## config.mk

```make
export PLATFORM = sky130hd
export DESIGN_NAME = mem_access_unit
export DESIGN_NICKNAME = d
export VERILOG_FILES = /design/src/rtl/mem_access_pkg.sv /design/src/rtl/mem_access_unit_load_data_extender.sv /design/src/rtl/mem_access_unit.sv
export SDC_FILE = /design/constraint.sdc
export NUM_CORES = 1
export LEC_CHECK = 0
export ABC_AREA = 1
export ABC_CLOCK_PERIOD_IN_PS = 1800
export BUFFER_PORTS_ARGS = -buffer_cell sky130_fd_sc_hd__buf_4
export CAP_MARGIN = 20
export CORE_MARGIN = 4
export CORE_UTILIZATION = 25
export CTS_CLUSTER_SIZE = 8
export DETAILED_ROUTE_END_ITERATION = 12
export PLACE_DENSITY_LB_ADDON = 0.3
export SLEW_MARGIN = 0
export SYNTH_ARGS = -nofsm -noshare
export SYNTH_HDL_FRONTEND = slang
export SYNTH_SLANG_ARGS = --single-unit
```

## constraint.sdc

```tcl
create_clock -name clk -period 1.8 [get_ports clk]
set_input_delay 0.09 -clock clk [delete_from_list [all_inputs] [get_ports clk]]
set_output_delay 0.09 -clock clk [all_outputs]
set_load 0.03 [all_outputs]
```

## src/rtl/mem_access_pkg.sv

```systemverilog
// mem_access_pkg
//   Shared definitions for the load/store unit: funct3 codes, FSM state
//   encoding, byte-enable width and small request-decode helpers used when
//   a request is accepted.
package mem_access_pkg;

  localparam int BE_W = 4;

  localparam logic [2:0] F3_B  = 3'b000;
  localparam logic [2:0] F3_H  = 3'b001;
  localparam logic [2:0] F3_W  = 3'b010;
  localparam logic [2:0] F3_BU = 3'b100;
  localparam logic [2:0] F3_HU = 3'b101;

  typedef enum logic [1:0] {
    ST_IDLE   = 2'd0,
    ST_ACCESS = 2'd1,
    ST_RESP   = 2'd2,
    ST_TRAP   = 2'd3   // only reachable when misaligned accesses trap
  } state_e;

  // Byte enables for a request; any unknown funct3 behaves as a word.
  function automatic logic [BE_W-1:0] calc_be(input logic [2:0] funct3,
                                               input logic [1:0] off);
    logic [BE_W-1:0] be;
    case (funct3)
      F3_B, F3_BU: be = 4'b0001 << off;
      F3_H, F3_HU: be = 4'b0011 << {off[1], 1'b0};
      default:     be = 4'b1111;
    endcase
    return be;
  endfunction

  // Store data replicated across lanes so memory can pick any enabled lane.
  function automatic logic [31:0] replicate_wdata(input logic [2:0]  funct3,
                                                  input logic [31:0] wdata);
    logic [31:0] rep;
    case (funct3)
      F3_B, F3_BU: rep = {4{wdata[7:0]}};
      F3_H, F3_HU: rep = {2{wdata[15:0]}};
      default:     rep = wdata;
    endcase
    return rep;
  endfunction

  // True when the access does not fit its natural alignment.
  function automatic logic is_misaligned(input logic [2:0] funct3,
                                         input logic [1:0] off);
    logic mis;
    case (funct3)
      F3_B, F3_BU: mis = 1'b0;
      F3_H, F3_HU: mis = off[0];
      default:     mis = (off != 2'b00);
    endcase
    return mis;
  endfunction

endpackage

```

## src/rtl/mem_access_unit_load_data_extender.sv

```systemverilog
// load_data_extender
//   Combinational lane select and sign/zero extension of a read word.
//   Ports:
//     rdata_i   - 32-bit word returned by data memory
//     funct3_i  - load funct3 (B/H/W/BU/HU; others treated as W)
//     addr_lo_i - byte offset within the word
//     data_o    - 32-bit extended load result
module load_data_extender
  import mem_access_pkg::*;
(
  input  logic [31:0] rdata_i,
  input  logic [2:0]  funct3_i,
  input  logic [1:0]  addr_lo_i,
  output logic [31:0] data_o
);

  logic [7:0]  byte_s;
  logic [15:0] half_s;

  // Pick the addressed byte and half-word lanes.
  always_comb begin
    byte_s = 8'h00;
    case (addr_lo_i)
      2'b00:   byte_s = rdata_i[7:0];
      2'b01:   byte_s = rdata_i[15:8];
      2'b10:   byte_s = rdata_i[23:16];
      2'b11:   byte_s = rdata_i[31:24];
      default: byte_s = rdata_i[7:0];
    endcase
    // addr[0] is ignored for half-words.
    if (addr_lo_i[1]) begin
      half_s = rdata_i[31:16];
    end else begin
      half_s = rdata_i[15:0];
    end
  end

  // Extend the selected lane according to the load type.
  always_comb begin
    data_o = rdata_i;
    case (funct3_i)
      F3_B:    data_o = {{24{byte_s[7]}}, byte_s};
      F3_BU:   data_o = {24'h000000, byte_s};
      F3_H:    data_o = {{16{half_s[15]}}, half_s};
      F3_HU:   data_o = {16'h0000, half_s};
      default: data_o = rdata_i;
    endcase
  end

endmodule

```

## src/rtl/mem_access_unit.sv

```systemverilog
// mem_access_unit
//   Load/store stage between execute and data memory. Accepts one request
//   at a time in IDLE, drives a word-aligned memory port with byte enables
//   until acknowledged, and returns extended load data with a one-cycle
//   wb_valid strobe.
//   Ports:
//     req_*   - request from execute (valid/ready handshake, accepted in IDLE)
//     dmem_*  - word-aligned data-memory port, request held until dmem_ack
//     wb_*    - writeback result; wb_rd/wb_data hold until the next load
//     busy    - a request is in flight
//     misalign (only with MISALIGN_TRAP_EN) - one-cycle trap pulse
//   Build option: define MISALIGN_TRAP_EN to trap misaligned half-word and
//   word accesses instead of silently aligning them.
module mem_access_unit
  import mem_access_pkg::*;
#(
  parameter int ADDR_W = 32,
  parameter int RD_W   = 5
) (
  input  logic              clk,
  input  logic              rst_n,
  input  logic              req_valid,
  output logic              req_ready,
  input  logic              req_we,
  input  logic [2:0]        req_funct3,
  input  logic [ADDR_W-1:0] req_addr,
  input  logic [31:0]       req_wdata,
  input  logic [RD_W-1:0]   req_rd,
  output logic              dmem_req,
  output logic              dmem_we,
  output logic [ADDR_W-1:0] dmem_addr,
  output logic [BE_W-1:0]   dmem_be,
  output logic [31:0]       dmem_wdata,
  input  logic              dmem_ack,
  input  logic [31:0]       dmem_rdata,
  output logic              wb_valid,
  output logic [RD_W-1:0]   wb_rd,
  output logic [31:0]       wb_data,
  output logic              busy
`ifdef MISALIGN_TRAP_EN
  ,
  output logic              misalign
`endif
);

  state_e              state_q, state_d;
  logic                we_q;
  logic [2:0]          f3_q;
  logic [ADDR_W-1:0]   addr_q;
  logic [BE_W-1:0]     be_q;
  logic [31:0]         wdata_q;
  logic [RD_W-1:0]     rd_q;
  logic [RD_W-1:0]     wb_rd_q;
  logic [31:0]         wb_data_q;
  logic                accept_s;
  logic                mis_s;
  logic                load_done_s;
  logic [31:0]         load_data_s;

  assign accept_s    = req_valid && (state_q == ST_IDLE);
  assign load_done_s = (state_q == ST_ACCESS) && dmem_ack && !we_q;

`ifdef MISALIGN_TRAP_EN
  assign mis_s = is_misaligned(req_funct3, req_addr[1:0]);
`else
  assign mis_s = 1'b0;
`endif

  load_data_extender u_ext (
    .rdata_i   (dmem_rdata),
    .funct3_i  (f3_q),
    .addr_lo_i (addr_q[1:0]),
    .data_o    (load_data_s)
  );

  // FSM state register.
  always_ff @(posedge clk or negedge rst_n) begin
    if (!rst_n) begin
      state_q <= ST_IDLE;
    end else begin
      state_q <= state_d;
    end
  end

  // FSM next-state logic.
  always_comb begin
    state_d = state_q;
    case (state_q)
      ST_IDLE: begin
        if (accept_s) begin
          state_d = mis_s ? ST_TRAP : ST_ACCESS;
        end else begin
          state_d = ST_IDLE;
        end
      end
      ST_ACCESS: begin
        if (dmem_ack) begin
          state_d = we_q ? ST_IDLE : ST_RESP;
        end else begin
          state_d = ST_ACCESS;
        end
      end
      ST_RESP: state_d = ST_IDLE;
      ST_TRAP: state_d = ST_IDLE;
      default: state_d = ST_IDLE;
    endcase
  end

  // FSM outputs, decoded from the state register only.
  always_comb begin
    req_ready = 1'b0;
    busy      = 1'b1;
    dmem_req  = 1'b0;
    dmem_we   = 1'b0;
    dmem_be   = 4'b0000;
    wb_valid  = 1'b0;
`ifdef MISALIGN_TRAP_EN
    misalign  = 1'b0;
`endif
    case (state_q)
      ST_IDLE: begin
        req_ready = 1'b1;
        busy      = 1'b0;
      end
      ST_ACCESS: begin
        dmem_req = 1'b1;
        dmem_we  = we_q;
        dmem_be  = be_q;
      end
      ST_RESP: wb_valid = 1'b1;
      ST_TRAP: begin
`ifdef MISALIGN_TRAP_EN
        misalign = 1'b1;
`else
        busy = 1'b1;
`endif
      end
      default: begin
        req_ready = 1'b0;
        busy      = 1'b1;
      end
    endcase
  end

  // Request capture; fields are frozen for the whole access.
  always_ff @(posedge clk or negedge rst_n) begin
    if (!rst_n) begin
      we_q    <= 1'b0;
      f3_q    <= 3'b000;
      addr_q  <= '0;
      be_q    <= 4'b0000;
      wdata_q <= 32'h0000_0000;
      rd_q    <= '0;
    end else if (accept_s) begin
      we_q    <= req_we;
      f3_q    <= req_funct3;
      addr_q  <= req_addr;
      be_q    <= calc_be(req_funct3, req_addr[1:0]);
      wdata_q <= replicate_wdata(req_funct3, req_wdata);
      rd_q    <= req_rd;
    end
  end

  // Load result capture on ack; held until the next load completes.
  always_ff @(posedge clk or negedge rst_n) begin
    if (!rst_n) begin
      wb_rd_q   <= '0;
      wb_data_q <= 32'h0000_0000;
    end else if (load_done_s) begin
      wb_rd_q   <= rd_q;
      wb_data_q <= load_data_s;
    end
  end

  // Memory port always presents the word address of the held request.
  assign dmem_addr  = {addr_q[ADDR_W-1:2], 2'b00};
  assign dmem_wdata = wdata_q;
  assign wb_rd      = wb_rd_q;
  assign wb_data    = wb_data_q;

endmodule

```

==> results of run 1 <==
-- flip-flops by register name (all words and copies together), names as in the netlist --
signal and cells:
be_q 4, wb_data 32, f3_q 3, rd_q 5, state_q 2, wb_rd 5, we_q 1, addr_q 32
dmem_wdata 32
-- metrics by stage --
step / hold slack, ns / utilization
final: 0.0223 / 0.401
after global routing: 0.0111 / 0.401
after CTS: 0.00182 / 0.401
after detailed placement: 0.0866 / 0.335
after global placement: 0.0902 / 0.335
after floorplan: -0.206 / -
-- power breakdown --
| group | switching [mW] | leakage [nW] | internal [mW] |
|---|---|---|---|
| sequential | 0.768 | 1.42 | 3.87 |
| combinational | 5.13 | 2.86 | 2.91 |
| clock | 1.22 | 0.332 | 2.73 |
| total | 7.12 | 4.61 | 9.51 |
-- Yosys cell counts (all sizes together), types with 3 or more instances --
cell type	n
dfrtp	116
a21oi	55
o21ai	65
or2	17
o211ai	3
nor2	30
nor3	3
nand2	256
inv	56
clkbuf	11
buf	59
nand3	39
-- logic make-up after synthesis --
group | after synthesis | share of synthesized area
AOI/OAI and AO/OA | 125 | 0.119
buffers and inverters | 127 | 0.118
and+or+nand+nor | 347 | 0.254
DFF | 116 | 0.509
other | 1 | 0.000658
-- worst max path at each step --
stage,from,endpoint,depth (start not counted),slack [ns]
CTS,state_q[1],dmem_be[2],4,0.20
finish,state_q[1],dmem_be[2],4,0.23
floorplan,state_q[1],dmem_wdata[16],6,0.41
global route,state_q[1],dmem_be[2],4,0.11
detailed placement,state_q[1],dmem_wdata[20],6,0.28
global placement,state_q[1],wb_data[26],7,0.31
-- routing by layer --
metal,routed length [µm],up-vias
met1,8470,2614
met2,8830,201
met5,0,-
met4,342,0
met3,1600,21
li1,-,2739
-- worst max-delay path: cells and delay by family, from the launching register on --
kind	cells	cell delay, ns
buffers and inverters	2	0.32
AND/OR/NAND/NOR	2	0.31
flip-flops	1	0.45
-- final cells by class --
type                    instances  area, µm²  share of cell area
clock inverters                 9        198              0.0223
clock buffers                  22        484              0.0546
well taps                     280        350              0.0395
inverters                      57        216              0.0244
multi-input cells             474       2130               0.241
flip-flops and latches        116       2900               0.327
repair buffers                311       2580               0.291
==> results.sh, run 1 <==
export IMPL_outcome="completed"
export IMPL_cp_start_kind="flip-flop"
export IMPL_worst_pin_slew_ns=0.566
export IMPL_drv_cap=0
export IMPL_num_io_pins=219
export IMPL_ys_flop_type="dfrtp_1"
export IMPL_maxSlewHeadroom=0.621
export IMPL_antenna_cells=0
export IMPL_yosys_area_top_type="dfrtp_1"
export IMPL_fin_crit_sh=0.870
export IMPL_wl_per_cell_um=15.2
export IMPL_cts_hold_buffers=78
export IMPL_rows=54
export IMPL_fmax_mhz=638
export IMPL_fillers=2252
export IMPL_initial_utilization=0.258
export IMPL_grt_max_degree=63
export IMPL_vias_per_cell=4.39
export IMPL_place_ws_ns=0.282
export IMPL_cts_resized=0
export IMPL_busiest_layer="met2"
export IMPL_finalMaxSlewViolations=0
export IMPL_worst_slack_ns=0.234
export IMPL_critPathKind="flip-flop to output port"
export IMPL_layout_common_cells="254 x nand2_1, 229 x buf_4, 116 x dfrtp_1, 78 x dlygate4sd3_1, 61 x o21ai_0"
export IMPL_die_height_um=159
export IMPL_detail_route_first_pass_iterations=4
export IMPL_tns_ns=0
export IMPL_clk_latency_ns=0.41
export IMPL_grtUsageTotal=0.152
export IMPL_clk_path_buf_depth=2
export IMPL_first_global_vias=5744
export IMPL_setup_viol=0
export IMPL_min_to="wb_data[29]"
export IMPL_post_cts_buffers=0
export IMPL_final_area_mm2=0.00887
export IMPL_cts_root_buf="clkbuf_16"
export IMPL_fin_crit_ns=1.57
export IMPL_grt_use_met2=0.242
export IMPL_crit_arrival_ns=1.48
export IMPL_endpoint_kind="output port"
export IMPL_crit_slowest_cell="dfrtp_1"
export IMPL_hp_class="input port to flip-flop"
export IMPL_ys_ff_latch=116
export IMPL_grt_use_met1=0.195
export IMPL_final_antenna_net_count=0
export IMPL_finalPower_mw=16.6
export IMPL_async_reset_ff_frac=1.00
export IMPL_grt_pass1_wl_mm=31.1
export IMPL_worst_ir_drop_vdd_uv=829
export IMPL_drc_errors=0
export IMPL_rsz0062_at_grt="no"
export IMPL_path_cells="nor2_4 > inv_1 > nor2_1 > buf_4"
export IMPL_cpPeakStageDelay_ns=0.45
export IMPL_synthCells=716
export IMPL_grt_use_met3=0.0606
export IMPL_antenna_found_initial=0
export IMPL_area_growth_pct=55.6
export IMPL_mostFrequentLayoutCell="nand2_1"
export IMPL_hold_depth=5
export IMPL_critical_path_required_ns=1.71
export IMPL_h_tree_depth=4
export IMPL_portBuffers=216
export IMPL_clock_sinks=116
export IMPL_vias=5575
export IMPL_syn_cell_area_mm2=0.00570
export IMPL_die_area_mm2=0.0253
export IMPL_synth_top_cell_area_share=0.509
export IMPL_dp_hpwl_mm=13.6
export IMPL_num_nets_final=1086
export IMPL_synth_warnings=0
export IMPL_rr_endpoint="wb_data[5]"
export IMPL_final_cells=1269
export IMPL_drive_gt1_frac=0.293
export IMPL_drtIter0Drc=234
export IMPL_holdCritStartpoint="dmem_rdata[29]"
export IMPL_grt_remaining_overflow=0
export IMPL_synth_yosys_seq_area_share=0.509
export IMPL_ff2ff_path_depth=7
export IMPL_skew_ns=0.0102
export IMPL_power_leakage_nw=4.61
export IMPL_synth_cell_types=30
export IMPL_hold_viol=0
export IMPL_dp_cells=1160
export IMPL_synth_area_top_cells="dfrtp_1 51%, nand2_1 17%, o21ai_0 5.4%, buf_4 5.0%, a21oi_1 4.0%"
export IMPL_power_density_mw_per_mm2=1870
export IMPL_cts_buffers=17
export IMPL_wirelength_mm=19.2
export IMPL_rrSetupSlack_ns=0.28
export IMPL_placed_cell_area_mm2=0.00740
export IMPL_die_x_um=159
export IMPL_cp_max_fo=6
export IMPL_core_area_mm2=0.0221
export IMPL_place_congestion=0.835
export IMPL_clkTransAtPathRegs_ns=0.06
export IMPL_cts_tree="yes"
export IMPL_r2r_start="state_q[0]"
export IMPL_synth_edff_count=0
export IMPL_syn_avg_cell_area_um2=7.96
(Power assumes the default switching activity.)
==> run 2: changes to the inputs <==
--- a/config.mk
+++ b/config.mk
@@ -13,6 +13,7 @@
 export CORE_UTILIZATION = 25
 export CTS_CLUSTER_SIZE = 8
 export DETAILED_ROUTE_END_ITERATION = 12
+export GPL_TIMING_DRIVEN = 0
 export PLACE_DENSITY_LB_ADDON = 0.3
 export SLEW_MARGIN = 0
 export SYNTH_ARGS = -nofsm -noshare
==> run 2 against run 1 <==
Maximum frequency up 0.42%. Via count is 3.3% higher. Register-to-register slack lost 0.03 ns. Worst setup slack better by 0.0066 ns. Critical endpoint unchanged. Die area unchanged. Combinational power increased by 7.6%. Largest cell class unchanged. Core utilization rose by 1.0 points. Largest power group unchanged. Clock skew is 0.0012 ns higher. Critical path depth stayed put. Design area up 2.5%. Clock power decreased by 12%.
==> results.sh, run 2 (synthesis results as in run 1) <==
export IMPL_power_leakage_nw=4.76
export IMPL_worst_slack_ns=0.240
export IMPL_skew_ns=0.0114
export IMPL_cts_tree="yes"
export IMPL_dp_hpwl_mm=14.5
export IMPL_antenna_cells=0
export IMPL_grt_max_degree=91
export IMPL_register_area_mm2=0.00290
export IMPL_finalMaxSlewViolations=0
export IMPL_rsz0062_at_grt="no"
export IMPL_num_nets_final=1140
export IMPL_worst_pin_slew_ns=0.519
export IMPL_grt_remaining_overflow=0
export IMPL_outcome="completed"
export IMPL_cp_start_kind="flip-flop"
export IMPL_fin_crit_ns=1.56
export IMPL_layout_common_cells="254 x nand2_1, 252 x buf_4, 116 x dfrtp_1, 79 x dlygate4sd3_1, 61 x o21ai_0"
export IMPL_cp_max_fo=6
export IMPL_rows=54
export IMPL_path_delay_family="flip-flops"
export IMPL_wirelength_mm=19.8
export IMPL_num_io_pins=219
export IMPL_vias=5760
export IMPL_hold_viol=0
export IMPL_clock_sinks=116
export IMPL_path_cells="nor2_4 > inv_1 > nor2_1 > buf_4"
export IMPL_vias_per_cell=4.35
export IMPL_drc_errors=0
export IMPL_initial_utilization=0.258
export IMPL_first_global_vias=5890
export IMPL_mostFrequentLayoutCell="nand2_1"
export IMPL_endpoint_kind="output port"
export IMPL_die_x_um=159
export IMPL_fmax_mhz=641
export IMPL_final_antenna_net_count=0
export IMPL_grt_pass1_wl_mm=31.7
export IMPL_worst_ir_drop_vdd_uv=990
export IMPL_area_growth_pct=59.5
export IMPL_critPathBufInv=2
export IMPL_cts_root_buf="clkbuf_16"
export IMPL_grtUsageTotal=0.155
export IMPL_power_density_mw_per_mm2=1830
export IMPL_cpPeakStageDelay_ns=0.44
export IMPL_critical_path_required_ns=1.71
export IMPL_multi_input_area_mm2=0.00213
export IMPL_detail_route_first_pass_iterations=5
export IMPL_die_height_um=159
export IMPL_finalPower_mw=16.7
export IMPL_die_area_mm2=0.0253
export IMPL_drtIter0Drc=246
export IMPL_fin_crit_sh=0.867
export IMPL_antenna_found_initial=0
export IMPL_h_tree_depth=4
export IMPL_drv_cap=0
export IMPL_clkTransAtPathRegs_ns=0.05
export IMPL_crit_arrival_ns=1.47
export IMPL_critPathKind="flip-flop to output port"
export IMPL_core_area_mm2=0.0221
export IMPL_place_congestion=0.873
export IMPL_wl_per_cell_um=15.0
export IMPL_post_cts_buffers=0
export IMPL_tns_ns=0
export IMPL_maxSlewHeadroom=0.653
export IMPL_cts_buffers=17
export IMPL_wl_met2_mm=9.41
export IMPL_drive_gt1_frac=0.318
export IMPL_crit_slowest_cell="dfrtp_1"
export IMPL_highest_layer="met4"
export IMPL_wl_met1_mm=8.53
export IMPL_portBuffers=215
export IMPL_setup_viol=0
export IMPL_clk_latency_ns=0.42
export IMPL_wl_met3_mm=1.76
export IMPL_hp_class="input port to flip-flop"
export IMPL_fillers=2221
export IMPL_clk_path_buf_depth=2
export IMPL_place_ws_ns=0.165
-- run 2: cell count changes in the layout (fill, tap and decap cells not counted), moves of 4 or more --
| cell | previous run | this run |
|---|---|---|
| buf_6 | 0 | 5 |
| clkinvlp_4 | 1 | 5 |
| buf_2 | 0 | 15 |
| buf_4 | 229 | 252 |
| clkbuf_1 | 1 | 11 |
| buf_12 | 4 | 0 |
-- run 2: repair_timing --
item	4_1_cts	5_1_grt
hold buffers	79	0
setup endpoints to repair	0	1
hold endpoints to repair	195	0
gates resized for setup	0	1
-- run 2: routing by layer --
layer | up-vias | track usage
met5 | - | 0
met4 | 0 | 0.0308
met2 | 212 | 0.258
li1 | 2850 | -
met1 | 2688 | 0.194
met3 | 10 | 0.0601
-- run 2: path summary, 6_finish.rpt --
| path | startpoint | to | slack, ns | depth (start not counted) |
|---|---|---|---|---|
| setup / recovery | state_q[1] | dmem_be[2] | 0.24 | 4 |
| hold reg to reg | addr_q[5] | addr_q[5] | 0.48 | 2 |
| min in group asynchronous | rst_n | wb_data[26] | 0.11 | 2 |
| hold / removal | dmem_rdata[29] | wb_data[29] | 0.02 | 5 |
| max in group asynchronous | rst_n | wb_data[0] | 0.92 | 3 |
| setup reg to reg | state_q[1] | dmem_wdata[22] | 0.25 | 6 |
-- run 2: metrics by stage --
stage               utilization  cell area (µm²)  instances  hold slack (ns)
finish                    0.411             9090       1323           0.0168
global route              0.411             9090       1323           0.0232
CTS                       0.411             9090       1323         0.000369
detailed placement        0.348             7700       1213          -0.0193
global placement          0.347             7670       1212            0.286
floorplan                     -             5700        717           -0.206
-- run 2: worst reg2reg max path: cells and delay by family, from the launching register on --
family | cells | cell delay, ns
simple gates | 3 | 0.48
buf+inv | 1 | 0.28
compound gates | 2 | 0.30
flops | 1 | 0.44
-- run 2: power breakdown --
group	internal (mW)	leakage [nW]	total, mW	switching (mW)
Combinational	3.29	3.06	8.64	5.34
Sequential	3.86	1.42	4.56	0.697
Clock	2.20	0.280	3.47	1.28
-- run 2: area by class of cell --
cell class / count / area share
buffer: 70 / 0.0500
tap: 280 / 0.0385
inverter: 57 / 0.0238
timing repair buffer: 295 / 0.268
clock buffer: 18 / 0.0483
multi-input combinational: 474 / 0.235
sequential: 116 / 0.319
clock inverter: 13 / 0.0176
